### src/rtl/iir_coeff_ctrl.sv
// Purpose : double-buffered IIR coefficient bank with drain/swap/flush sequencing around the sample path.
// Latency : accepted samples reach f_din/f_vin one cycle later; commit -> new bank after drain + 1 swap cycle.
// Backpressure: s_ready is registered and drops the cycle after an accepted commit until the flush finishes.
//
// Ports:
//   clk, rst                  sole clock, asynchronous active-high reset
//   cfg_we/addr/data          shadow coefficient write (addr 0..5 = B0,B1,B2,B3,A1,A2; 6,7 invalid)
//   cfg_commit                request to move the shadow bank into the active bank
//   cfg_busy, cfg_err         sequencer not in RUN / sticky configuration error
//   s_din, s_vin, s_ready     upstream sample handshake
//   f_din, f_vin, f_vout      sample stream to the filter and its output-valid strobe
//   b0..b3, a1, a2            active coefficient bank
//   out_mask                  filter outputs currently belong to injected flush zeros
module iir_coeff_ctrl #(
    parameter int DW        = 14,
    parameter int FLUSH_LEN = 4,
    parameter int DRAIN_TO  = 16
) (
    input  logic          clk,
    input  logic          rst,
    input  logic          cfg_we,
    input  logic [2:0]    cfg_addr,
    input  logic [DW-1:0] cfg_data,
    input  logic          cfg_commit,
    output logic          cfg_busy,
    output logic          cfg_err,
    input  logic [DW-1:0] s_din,
    input  logic          s_vin,
    output logic          s_ready,
    output logic [DW-1:0] f_din,
    output logic          f_vin,
    input  logic          f_vout,
    output logic [DW-1:0] b0,
    output logic [DW-1:0] b1,
    output logic [DW-1:0] b2,
    output logic [DW-1:0] b3,
    output logic [DW-1:0] a1,
    output logic [DW-1:0] a2,
    output logic          out_mask
);

    localparam int NCOEF = 6;
    localparam int CW    = 5;
    localparam logic [CW-1:0] CNT_MAX = '1;

    // Drain timer counts 0..DRAIN_TO-1; the last value forces the swap.
    localparam int DCW = (DRAIN_TO > 1) ? $clog2(DRAIN_TO) : 1;
    localparam logic [DCW-1:0] DRAIN_LAST = DCW'((DRAIN_TO > 0) ? DRAIN_TO - 1 : 0);

    // Flush index counts 0..FLUSH_LEN-1 while zeros are being injected.
    localparam int FCW = (FLUSH_LEN > 1) ? $clog2(FLUSH_LEN) : 1;
    localparam logic [FCW-1:0] FLUSH_LAST = FCW'((FLUSH_LEN > 0) ? FLUSH_LEN - 1 : 0);

    typedef enum logic [1:0] {
        ST_RUN   = 2'd0,
        ST_DRAIN = 2'd1,
        ST_SWAP  = 2'd2,
        ST_FLUSH = 2'd3
    } state_t;

    state_t state;
    state_t state_nxt;

    logic [NCOEF-1:0][DW-1:0] shadow_q;
    logic [NCOEF-1:0][DW-1:0] active_q;

    logic [CW-1:0]  out_cnt;
    logic [CW-1:0]  out_cnt_nxt;
    logic [CW-1:0]  flush_cnt;
    logic [CW-1:0]  flush_cnt_nxt;
    logic [DCW-1:0] drain_cnt;
    logic [FCW-1:0] flush_idx;

    logic          addr_ok;
    logic          wr_ok;
    logic          wr_bad;
    logic          in_run;
    logic          commit_ok;
    logic          commit_bad;
    logic          accept;
    logic          drain_done;
    logic          flush_done;
    logic          flush_inj;
    logic          flush_dec;
    logic          err_nxt;

    logic          s_ready_nxt;
    logic          busy_nxt;
    logic          f_vin_nxt;
    logic [DW-1:0] f_din_nxt;
    logic          load_active;

    assign addr_ok    = (cfg_addr <= 3'd5);
    assign wr_ok      = cfg_we & addr_ok;
    assign wr_bad     = cfg_we & ~addr_ok;
    assign in_run     = (state == ST_RUN);
    assign commit_ok  = cfg_commit & in_run;
    assign commit_bad = cfg_commit & ~in_run;
    // s_ready is only ever high in RUN, but the state term keeps intent explicit.
    assign accept     = s_vin & s_ready & in_run;

    assign drain_done = (out_cnt == '0) || (drain_cnt == DRAIN_LAST);
    assign flush_done = (flush_idx == FLUSH_LAST);

    // ------------------------------------------------------------------
    // Sequencer: state register
    // ------------------------------------------------------------------
    always_ff @(posedge clk or posedge rst) begin
        if (rst) begin
            state <= ST_RUN;
        end else begin
            state <= state_nxt;
        end
    end

    // ------------------------------------------------------------------
    // Sequencer: next state
    // ------------------------------------------------------------------
    always_comb begin
        state_nxt = state;
        case (state)
            ST_RUN: begin
                if (commit_ok) begin
                    state_nxt = ST_DRAIN;
                end
            end
            ST_DRAIN: begin
                if (drain_done) begin
                    state_nxt = ST_SWAP;
                end
            end
            ST_SWAP: begin
                state_nxt = (FLUSH_LEN > 0) ? ST_FLUSH : ST_RUN;
            end
            ST_FLUSH: begin
                if (flush_done) begin
                    state_nxt = ST_RUN;
                end
            end
            default: begin
                state_nxt = ST_RUN;
            end
        endcase
    end

    // ------------------------------------------------------------------
    // Sequencer: outputs. Handshake/stream outputs are registered, so they
    // are derived from the state being entered rather than the current one.
    // ------------------------------------------------------------------
    always_comb begin
        s_ready_nxt = 1'b0;
        busy_nxt    = 1'b1;
        f_vin_nxt   = 1'b0;
        f_din_nxt   = f_din;
        load_active = (state == ST_SWAP);
        if (state_nxt == ST_RUN) begin
            s_ready_nxt = 1'b1;
            busy_nxt    = 1'b0;
        end
        if (accept) begin
            f_vin_nxt = 1'b1;
            f_din_nxt = s_din;
        end
        if (state_nxt == ST_FLUSH) begin
            f_vin_nxt = 1'b1;
            f_din_nxt = '0;
        end
    end

    always_ff @(posedge clk or posedge rst) begin
        if (rst) begin
            s_ready  <= 1'b0;
            cfg_busy <= 1'b0;
            f_vin    <= 1'b0;
            f_din    <= '0;
        end else begin
            s_ready  <= s_ready_nxt;
            cfg_busy <= busy_nxt;
            f_vin    <= f_vin_nxt;
            f_din    <= f_din_nxt;
        end
    end

    // ------------------------------------------------------------------
    // Sticky error: a fault in the same cycle as an accepted commit wins.
    // ------------------------------------------------------------------
    always_comb begin
        err_nxt = cfg_err;
        if (wr_bad || commit_bad) begin
            err_nxt = 1'b1;
        end else if (commit_ok) begin
            err_nxt = 1'b0;
        end
    end

    always_ff @(posedge clk or posedge rst) begin
        if (rst) begin
            cfg_err <= 1'b0;
        end else begin
            cfg_err <= err_nxt;
        end
    end

    // ------------------------------------------------------------------
    // Coefficient banks. The active copy samples the shadow register value
    // before any write landing in the same SWAP cycle.
    // ------------------------------------------------------------------
    always_ff @(posedge clk or posedge rst) begin
        if (rst) begin
            shadow_q <= '0;
            active_q <= '0;
        end else begin
            if (load_active) begin
                active_q <= shadow_q;
            end
            if (wr_ok) begin
                shadow_q[cfg_addr] <= cfg_data;
            end
        end
    end

    assign b0 = active_q[0];
    assign b1 = active_q[1];
    assign b2 = active_q[2];
    assign b3 = active_q[3];
    assign a1 = active_q[4];
    assign a2 = active_q[5];

    // ------------------------------------------------------------------
    // Outstanding-sample tracker (saturating both ways). Cleared in SWAP so
    // a forced swap does not leave stale credit against the new bank.
    // ------------------------------------------------------------------
    always_comb begin
        out_cnt_nxt = out_cnt;
        if (state == ST_SWAP) begin
            out_cnt_nxt = '0;
        end else if (f_vin && !f_vout && (out_cnt != CNT_MAX)) begin
            out_cnt_nxt = out_cnt + CW'(1);
        end else if (!f_vin && f_vout && (out_cnt != '0)) begin
            out_cnt_nxt = out_cnt - CW'(1);
        end
    end

    // Flush tracker: counts injected zeros still inside the filter.
    assign flush_inj = f_vin & (state == ST_FLUSH);
    assign flush_dec = f_vout & (flush_cnt != '0);

    always_comb begin
        flush_cnt_nxt = flush_cnt;
        if (flush_inj && !flush_dec && (flush_cnt != CNT_MAX)) begin
            flush_cnt_nxt = flush_cnt + CW'(1);
        end else if (!flush_inj && flush_dec) begin
            flush_cnt_nxt = flush_cnt - CW'(1);
        end
    end

    assign out_mask = (flush_cnt != '0);

    always_ff @(posedge clk or posedge rst) begin
        if (rst) begin
            out_cnt   <= '0;
            flush_cnt <= '0;
            drain_cnt <= '0;
            flush_idx <= '0;
        end else begin
            out_cnt   <= out_cnt_nxt;
            flush_cnt <= flush_cnt_nxt;
            drain_cnt <= (state == ST_DRAIN && drain_cnt != DRAIN_LAST) ? drain_cnt + DCW'(1) : '0;
            flush_idx <= (state == ST_FLUSH && flush_idx != FLUSH_LAST) ? flush_idx + FCW'(1) : '0;
        end
    end

endmodule

### config.mk
export PLATFORM = sky130hd
export DESIGN_NAME = iir_coeff_ctrl
export DESIGN_NICKNAME = d
export VERILOG_FILES = /design/src/rtl/iir_coeff_ctrl.sv
export SDC_FILE = /design/constraint.sdc
export NUM_CORES = 1
export LEC_CHECK = 0
export ABC_CLOCK_PERIOD_IN_PS = 18000
export CORE_ASPECT_RATIO = 0.8
export CORE_MARGIN = 2
export CORE_UTILIZATION = 55
export CTS_CLUSTER_DIAMETER = 120
export DETAILED_ROUTE_END_ITERATION = 8
export PLACE_DENSITY = 0.95
export SETUP_SLACK_MARGIN = 0.02
export SYNTH_ARGS = -nofsm -noshare
export SYNTH_HDL_FRONTEND = slang
export SYNTH_SLANG_ARGS = --single-unit
export TNS_END_PERCENT = 30
### constraint.sdc
create_clock -name clk -period 18 [get_ports clk]
set_input_delay 1.8 -clock clk [delete_from_list [all_inputs] [get_ports clk]]
set_output_delay 1.8 -clock clk [all_outputs]
set_load 0.1 [all_outputs]
# --- Yosys cells after proc, flatten, opt, wreduce, memory -nomap -nowiden ---
# Cells that the tools add are included.
op_classes:
  add_sub_neg: 6
  bitwise_logic: 10
  n_reduce_logical: 25
  muxes: 22
  n_eq_ne: 10
  n_lt_le_gt_ge: 3
op_table:
  columns: ["op", "n"]
  rows:
  - ["$bwmux 84", 1]
  - ["$demux 14 s3", 1]
  - ["$mux 14", 3]
  - ["$mux 5", 5]
  - ["$add 5x1->5 const B", 2]
  - ["$logic_and 1x1->1", 10]
  - ["$ne 5x5->1 const B", 2]
  - ["$reduce_bool 5->1", 2]
  - ["$sub 5x1->5 const B", 2]
  - ["$and 1x1->1", 8]
  - ["$eq 2x2->1 const B", 4]
  - ["$mux 2", 4]
  - ["$pmux 2 s4", 1]
  - ["$mux 1", 6]
  - ["$reduce_bool 2->1", 3]
  - ["$logic_not 5->1", 1]
  - ["$add 4x1->4 const B", 1]
  - ["$eq 4x4->1 const B", 1]
  - ["$logic_not 1->1", 4]
  - ["$logic_not 2->1", 2]
  - ["$lt 3x4->1 const B", 1]
  - ["$mux 4", 1]
  - ["$ne 4x4->1 const B", 1]
  - ["$ge 3x1->1 const B", 1]
  - ["other kinds (7)", 9]
word_totals:
  word_cells: 98
  in_bits: 37
  out_inout_bits: 103
  regBits: 204

# --- Logic depth before layout (Yosys ltp) ---
# Gate-level depths: netlist of the first run.
logic_depth:
  depth_word: 6
  mapped_depth: 8
  depth_no_buf: 8

# --- Worst setup path after synthesis of the first run ---
# OpenSTA, ideal clock, no wires.
synth_path:
  kind: "input -> register"
  from: "input port f_vout"
  to: "register out_cnt[4]"
  arrival_ps: 3212
  stages: 8
  path_slack_ps: 14666
  setup_time_ps: 123
  required_ps: 17877
  n_path_buf: 0
  path_cell_list: "nor2b_1 > o21ai_1 > fa_1 > a21o_1 > a21oi_1 > mux2i_1 > xnor2_1 > nor2_1"
synth_via:
  elab_chain_len: 5
  elab_cells_between_ends: 8
  classes_between: "mux (2); reduce/logical (6)"
synth_rtl:
  columns: ["item", "line_no", "text"]
  rows:
  - ["from (decl)", "32", "input logic f_vout,"]
  - ["$logic_not 1->1", "237", "end else if (f_vin && !f_vout && (out_cnt != CNT_MAX)) begin"]
  - ["$logic_and 1x1->1 (2 in a row)", "237", null]
  - ["$mux 5", "237", null]
  - ["$mux 5", "235", "if (state == ST_SWAP) begin"]
  - ["to (signal assigned)", "266", "out_cnt <= out_cnt_nxt;"]
  - ["to (decl)", "67", "logic [CW-1:0] out_cnt;"]
# Parallel ways exist; a longest one is shown, timed or not.
# A chain may end at the register's enable or synchronous reset.

# --- Worst setup path in the final report of the first run ---
layout_path:
  from: "register flush_cnt[0]"
  to: "output port out_mask"
layout_via:
  elab_chain_len: 1
layout_rtl:
  columns: ["item", "line_no", "text"]
  rows:
  - ["from (decl)", "69", "logic [CW-1:0] flush_cnt;"]
  - ["from (signal assigned)", "267", "flush_cnt <= flush_cnt_nxt;"]
  - ["$reduce_bool 5->1", "257", "assign out_mask = (flush_cnt != '0);"]
  - ["to (decl)", "39", "output logic out_mask"]
# No other way between the ends.

==> results of run 1 <==
==> per-layer routing <==
| layer | vias up | part of all wire [%] |
|---|---|---|
| met3 | 31 | 6.0 |
| li1 | 2176 | - |
| met5 | - | 0 |
| met4 | 0 | 1.7 |
| met2 | 150 | 49 |
| met1 | 2457 | 43 |
==> flip-flops by register name, summed over array words and instances, names as in the netlist <==
signal / count
f_vin: 1
b1: 14
s_ready: 1
b3: 14
cfg_busy: 1
b0: 14
shadow_q: 84
a1: 14
a2: 14
b2: 14
drain_cnt: 4
flush_idx: 2
out_cnt: 5
state: 2
flush_cnt: 5
cfg_err: 1
f_din: 14
==> worst paths after layout <==
path,start,end,slack [ps],depth (start not counted)
max,flush_cnt[0]$_DFFE_PP0P_,out_mask,13930,3
min,drain_cnt[0]$_DFF_PP0_,drain_cnt[0]$_DFF_PP0_,460,1
max reg2reg,out_cnt[0]$_DFFE_PP0P_,out_cnt[4]$_DFFE_PP0P_,15490,8
min reg2reg,drain_cnt[0]$_DFF_PP0_,drain_cnt[0]$_DFF_PP0_,460,1
max in group asynchronous,rst,b2[6]$_DFFE_PP0P_,14570,3
min in group asynchronous,rst,f_din[1]$_DFFE_PP0P_,1880,2
==> critical path: cells and delay by family (launching register included) <==
| kind | cells | cell delay (ps) |
|---|---|---|
| buf+inv | 1 | 1140 |
| flops | 1 | 460 |
| simple gates | 2 | 200 |
==> final cells by class <==
| cell class | instances | area, sq um |
|---|---|---|
| flip-flops and latches | 204 | 5100 |
| fillers | 903 | 3980 |
| multi-input cells | 309 | 2780 |
| repair buffers | 143 | 1420 |
| clock buffers | 26 | 553 |
| well taps | 184 | 230 |
| clock inverters | 10 | 166 |
| inverters | 3 | 18.8 |
==> cell families after synthesis <==
group           Yosys count  synth area share (%)
fa+ha+maj                10                  1.75
compound gates           37                  2.72
simple gates             80                  4.66
mux                     172                  24.3
buf+inv                  26                  1.67
xor+xnor                 10                  1.10
flops                   204                  63.8
==> synth_stat cells, types with 3 or more instances <==
library cell               instances  area (sq um)
sky130_fd_sc_hd__dfrtp_1         204          5100
sky130_fd_sc_hd__nor2_1           12          45.0
sky130_fd_sc_hd__nand3_1          11          55.1
sky130_fd_sc_hd__o21ai_0           3          15.0
sky130_fd_sc_hd__nor2b_1           3          18.8
sky130_fd_sc_hd__inv_1             3          11.3
sky130_fd_sc_hd__mux2_2          168          1890
sky130_fd_sc_hd__buf_4             5          37.5
sky130_fd_sc_hd__clkbuf_1          4          15.0
sky130_fd_sc_hd__a21o_1            3          22.5
sky130_fd_sc_hd__buf_2            14          70.1
sky130_fd_sc_hd__nor3_1            4          20.0
sky130_fd_sc_hd__ha_1              8           100
sky130_fd_sc_hd__a21oi_1          21           105
sky130_fd_sc_hd__nand2_1          40           150
sky130_fd_sc_hd__xnor2_1           8          70.1
==> metrics by stage <==
stage,hold slack (ps),cells
6_report,460,879
5_1_grt,479,879
4_1_cts,466,879
3_5_place_dp,457,843
3_3_place_gp,427,843
2_1_floorplan,413,539
==> placed cells by master, fill, tap and decap left out, drive strengths merged <==
| master | Yosys | final |
|---|---|---|
| dfrtp | 204 | 204 |
| mux2 | 170 | 170 |
| clkdlybuf4s50 | 0 | 139 |
| nand2 | 40 | 40 |
| clkbuf | 4 | 26 |
| a21oi | 21 | 21 |
| nor2 | 12 | 12 |
| nand3 | 11 | 11 |
| xnor2 | 8 | 8 |
| ha | 8 | 8 |
| o21ai | 5 | 5 |
| bufinv | 0 | 4 |
| buf | 19 | 4 |
| nor3 | 4 | 4 |
| a21o | 4 | 4 |
| clkinv | 0 | 4 |
| nor2b | 3 | 3 |
| inv | 3 | 3 |
| nand2b | 2 | 2 |
| a31oi | 2 | 2 |
| xor2 | 2 | 2 |
| mux2i | 2 | 2 |
| fa | 2 | 2 |
| clkinvlp | 0 | 2 |
| nor3b | 2 | 2 |
| and2b | 1 | 1 |
| a21boi | 1 | 1 |
| and3 | 1 | 1 |
| a211o | 1 | 1 |
| and2 | 1 | 1 |
| or4 | 1 | 1 |
| a211oi | 1 | 1 |
| a31o | 1 | 1 |
| o21bai | 1 | 1 |
| nand4b | 1 | 1 |
| and3b | 1 | 1 |
==> impl.org, run 1 <==
** Routing
- For this block, the via count after detailed routing is 4814.
- For this run, the detailed router's first-pass iteration total came to 4.
- Antenna-violating nets left :: 0
- The first routing iteration left ~240 violations.
- Count of unresolved DRC violations after routing :: 0
- After detailed routing, the total wire length is 17.0 mm.
- Vias per inst :: roughly 5.5
- Dividing the detail-routed wire length by the instance count gives approximately 19 um.

** Worst setup path
- Launching element type of the critical path :: flop
- The worst setup path is of the flop to output port kind.
- At the worst endpoint, the arrival time is 2270 ps.
- Highest cell delay on the worst timing path :: around 1100 ps
- STA classifies the critical path endpoint as an output port.
- Cell chain of the critical path :: nor3_1 -> nand2_1 -> clkdlybuf4s50_1
- On the critical path, the stage with the largest delay is an instance of sky130_fd_sc_hd__clkdlybuf4s50_1.
- Of all nets on the critical path, the largest fanout is 5.
- Required time at the worst-slack endpoint :: 16200 ps

** Clocking
- CTS tree :: built
- Setup bufs post-CTS :: 0
- Clock Sinks :: 204
- Post-CTS Hold Fix Bufs :: 0
- Clock Pin Slew Worst Setup and Hold Paths :: 60 ps
- Post-CTS sizing :: 0
- Number of buffers created by CTS :: 20
- At the later pin of the worst-skew pair, clock insertion delay measures 490 ps.
- H-tree Lvls :: 1
- Max Root-Sink Buffers :: 3
- Root buffer selected by CTS :: sky130_fd_sc_hd__clkbuf_16

** Global route
- The number of antenna violations at the first check in global routing is 0.
- Vias in the first global route :: 5106
- Summed over all layers, the global routing overflow is 0.
- Met1 Use GR :: a little under a third
- GR Util met3 :: under 10%
- After global routing, the most crowded layer is met2.
- Total Routing Usage GR :: 22.2%
- The first global-routing pass estimated 27.6 mm of wire.
- For met2 alone, demand over resource in global routing was 37.3%.
- Maximum number of pins on one net before global-route repair :: 119

** Worst hold path
- The tightest min-delay check is of the flop to flop type.

** Timing
- Setup repair after global routing left no endpoint under its margin.
- Once routing completed, OpenROAD measured the worst setup slack at 13930 ps.
- Transition time of the tightest slew-check pin :: 1170 ps
- The final critical path takes up 22.6% of the cycle.
- The total count of max-transition violations in the final report is 0.
- For the final routed database, the setup TNS stands at 0 ps.
- Setup violations remaining at the end of the flow were counted as 0.
- Clock skew after layout :: between 15 and 20 ps
- Clock period minus final worst setup slack :: 4070 ps
- Endpoints failing hold :: 0
- Timing would allow up to roughly 250 MHz.
- Headroom to the max-slew limit :: 21.9%

** Finish
- After the last flow step, the layout net total stands at approximately 730.
- Layout cells sized above 1 :: 31.2%
- The area growth from synthesis to layout is 28.4%.
- Core Util, Final :: 72.1%
- Antenna diode count :: 0
- Post-route cell area :: 10300 sq um

** Synthesis
- A synthesized cell averages 14.8 sq um.
- Post-synth ARST share :: 100%
- The cell count after synthesis came out at 539.
- Synthesis instantiated 38 different standard cells from the library.
- The number of nets handed over by synthesis was 586.
- Among all flip-flop cells after synthesis, the most frequent one is sky130_fd_sc_hd__dfrtp_1.
- For this run, the number of Yosys warnings is 0.
- Yosys mapped a number of flops with a built-in enable equal to 0.
- Portion of the post-synthesis area used by sequential elements :: a little under two thirds
- The cell area that synthesis handed to floorplanning was 8000 sq um.
- The synthesized design contains 204 register bits.

** Placed design
- Final Wtd Congestion :: between 0.7 and 0.8
- The count of buffers added on input and output ports is 139.
- The placed instances occupy a cell area of 9550 sq um.
- At the placement stage, the worst setup path has a slack of approximately 14000 ps.
- Final HPWL DP :: 11.3 mm

** Floorplan
- In this run the count of I/O pins placed on the die edge is 140.
- The initialized floorplan defines 39 standard-cell rows.
- The initial utilization of the core area, before any placement, comes to around 56%.
- The core region is around 14000 sq um.
- Die H :: 112 um
- DIE AREA :: roughly 16000 sq um
- Measured along the x axis, the die boundary spans ~140 um.

** Outcome
- The run finished with clean final reports.

** Run
- Max-Cap Viols :: 0
Power of run 1 is not shown: default switching activity piles up to over one toggle a cycle in this logic, so the estimate is an artifact.
==> run 2: changes to the inputs <==
Settings changed: ABC_CLOCK_PERIOD_IN_PS 18000 to 4000, CORE_UTILIZATION 55 to 53, PLACE_DENSITY 0.95 to 0.92.
Clock period 18 ns to 4 ns, I/O delays scaled along.
==> impl.org, run 2 (synthesis results as in run 1) <==
** Worst setup path
- The highest fanout seen on the critical path is 5 (unchanged).
- Slowest-stage cell, CP :: sky130_fd_sc_hd__clkdlybuf4s50_1 (unchanged)
- The worst path arrival time was 2320 ps (was 2270 ps).
- The data required time at the worst endpoint came to 3600 ps (was 16200 ps).
- Critical Setup Path Class :: flop to output port (unchanged)
- The critical path capture point type is an output port (unchanged).
- Number of cell instances on the worst register-to-register path :: 8 (unchanged)
- Cell chain of the critical path: nor3_1 -> nand2_1 -> clkdlybuf4s50_1 (unchanged).
- Highest cell delay on the worst timing path :: 1140 ps (about the same)
- The category of the worst setup path launch point was a flop (unchanged).
- Reg2reg setup slack :: 1420 ps (was 15490 ps)

** Floorplan
- The floorplan die width was 141 um (was 139 um).
- Die H :: 114 um (was 112 um)
- Top-level port count :: 140 (unchanged)
- Number of placement rows :: 40 (was 39)
- The starting density of the core came to 53.8% (was 56.1%).
- DIE AREA :: 16100 sq um (was 15500 sq um)
- Core area :: 14900 sq um (was 14200 sq um)

** Clocking
- Root buffer selected by CTS :: sky130_fd_sc_hd__clkbuf_16 (unchanged)
- Clock insertion delay at the later pin of the skew report :: 500 ps (was 490 ps)
- Post-CTS Hold Fix Bufs :: 0 (unchanged)
- The clock-pin slew reported for the worst setup and hold paths after clock tree synthesis came to 60 ps (about the same).
- H-tree Lvls :: 1 (unchanged)
- The clock buffer count from CTS is 20 (unchanged).
- The post-CTS setup buffer count was 0 (unchanged).
- The CTS tree is built (unchanged).
- The number of buffers on the longest clock path was 3 (unchanged).
- Post-CTS sizing :: 0 (unchanged)
- The number of clock sinks seen by CTS is 204 (unchanged).

** Routing
- The count of nets left with antenna violations after detail routing was 0 (unchanged).
- Detailed router's first-iteration violation count :: 200 (was 244)
- Detailed Routing Iterations Pass 1 :: 6 (was 4)
- Count of unresolved DRC violations after routing :: 0 (unchanged)
- The sum of met2 wire segment lengths after detailed routing was 8.57 mm (was 8.35 mm).
- Met1 layer wirelength in the final routing :: 7.16 mm (was 7.32 mm)
- Vias after detailed routing :: 4825 (was 4814)
- The uppermost signal routing layer after detailed routing is met4 (unchanged).
- Vias per inst :: 5.46 (was 5.48)
- The average detailed-routed wire length per instance is 19.6 um (was 19.3 um).
- WL met3 :: 1.26 mm (was 1.03 mm)
- The final wirelength is 17.3 mm (was 17.0 mm).

** Timing
- The routed design could run at a clock period as short as 2720 ps.
- In the finished design, the share of the clock period the worst path needs comes to between 60% and 70%.
- The final setup TNS was 0 ps (unchanged).
- Transition time of the tightest slew-check pin :: 1180 ps (was 1170 ps)
- Headroom to the max-slew limit :: 21.2% (was 21.9%)
- Setup repair after global routing missed its margin: no (unchanged).
- Number of max-slew violations in the final report :: 0 (unchanged)
- The total of endpoints with negative setup slack in the final report was 0 (unchanged).
- Clock skew after layout :: 18.2 ps (was 16.8 ps)
- Based on the critical path, the design can be clocked at up to 367 MHz.
- Endpoints failing hold :: 0 (unchanged)

** Global route
- The residual overflow from global routing was 0 (unchanged).
- The first-pass GRT wire length came to 27.6 mm (about the same).
- The pin count of the biggest net entering global routing was 90 (was 119).
- The number of antenna violations at the first check in global routing was 0 (unchanged).
- The via count of the first global-routing pass came to 5189 (was 5106).
- The overall track demand over capacity in global routing came to 21.9% (was 22.2%).

** Worst hold path
- The hold-critical path depth came to 1 (unchanged).
- The worst hold path class is flop to flop (unchanged).

** Finish
- Leading cell types in the layout, fill and taps excluded: 204 x sky130_fd_sc_hd__dfrtp_1, 168 x sky130_fd_sc_hd__mux2_2, 139 x sky130_fd_sc_hd__clkdlybuf4s50_1 (unchanged).
- Layout Nets :: 731 (was 728)
- Largest reg by FF count :: shadow_q (unchanged)
- Antenna diode count :: 0 (unchanged)
- The most frequent standard cell in the layout excluding fill and tap cells is sky130_fd_sc_hd__dfrtp_1 (unchanged).
- The relative area change from synthesis to final layout came to 28.0% (was 28.4%).
- Layout cells sized above 1 :: 31.0% (was 31.2%)
- The number of flip-flops in the largest register is 84 (unchanged).

** Outcome
- Result of the run :: finished clean (unchanged)

** Placed design
- The placed wire-length estimate after detailed placement is 11.3 mm (about the same).
- Number of buffer cells added on primary ports :: 139 (unchanged)
- The routability congestion estimate is 0.801 (was 0.791).

** Run
- Max-Cap Viols :: 0 (unchanged)
-- run 2: cell types whose count changed in the layout (fill, tap and decap cells not counted) --
cell                         previous run  this run
sky130_fd_sc_hd__inv_8                  1         0
sky130_fd_sc_hd__clkbuf_8               3         5
sky130_fd_sc_hd__clkinvlp_4             2         1
sky130_fd_sc_hd__clkinv_16              0         1
sky130_fd_sc_hd__nor2_2                 1         0
sky130_fd_sc_hd__buf_12                 0         3
sky130_fd_sc_hd__bufinv_16              4         0
sky130_fd_sc_hd__nor2_1                11        12
sky130_fd_sc_hd__clkinv_8               1         0
-- run 2: layout make-up --
type | count | area [sq um]
sequential | 204 | 5100
multi-input combinational | 309 | 2770
inverter | 3 | 15.0
tap | 189 | 236
clock inverter | 4 | 45.0
timing repair buffer | 146 | 1480
clock buffer | 28 | 581
fill | 950 | 4630
-- run 2: worst paths after layout --
check                                         start                  endpoint
setup reg to reg             out_cnt[0]$_DFFE_PP0P_    out_cnt[4]$_DFFE_PP0P_
min in group asynchronous                       rst    out_cnt[0]$_DFFE_PP0P_
hold reg to reg              flush_idx[0]$_DFF_PP0_    flush_idx[0]$_DFF_PP0_
setup / recovery           flush_cnt[0]$_DFFE_PP0P_                  out_mask
hold / removal               flush_idx[0]$_DFF_PP0_    flush_idx[0]$_DFF_PP0_
max in group asynchronous                       rst  shadow_q[34]$_DFFE_PP0P_
-- run 2: critical path: cells and delay by family (launching register included) --
family | cells | cell delay (ps)
DFF | 1 | 480
buffers and inverters | 1 | 1140
and+or+nand+nor | 2 | 210
-- run 2: through the flow --
stage	cells	setup slack (ps)	utilization (%)	hold slack [ps]	area [sq um]
floorplan	539	956	-	413	8000
global placement	851	1430	64.7	426	9610
detailed placement	851	1230	64.7	440	9610
CTS	883	1260	68.9	451	10200
global route	883	1200	68.9	461	10200
finish	883	1280	68.9	461	10200
-- run 2: per-layer routing --
layer | GRT usage (%) | up-vias
met2 | 37.6 | 147
met4 | 5.60 | 0
met3 | 6.26 | 35
li1 | - | 2167
met5 | 0 | -
met1 | 27.6 | 2476
Power of run 2 is left out for the same reason.
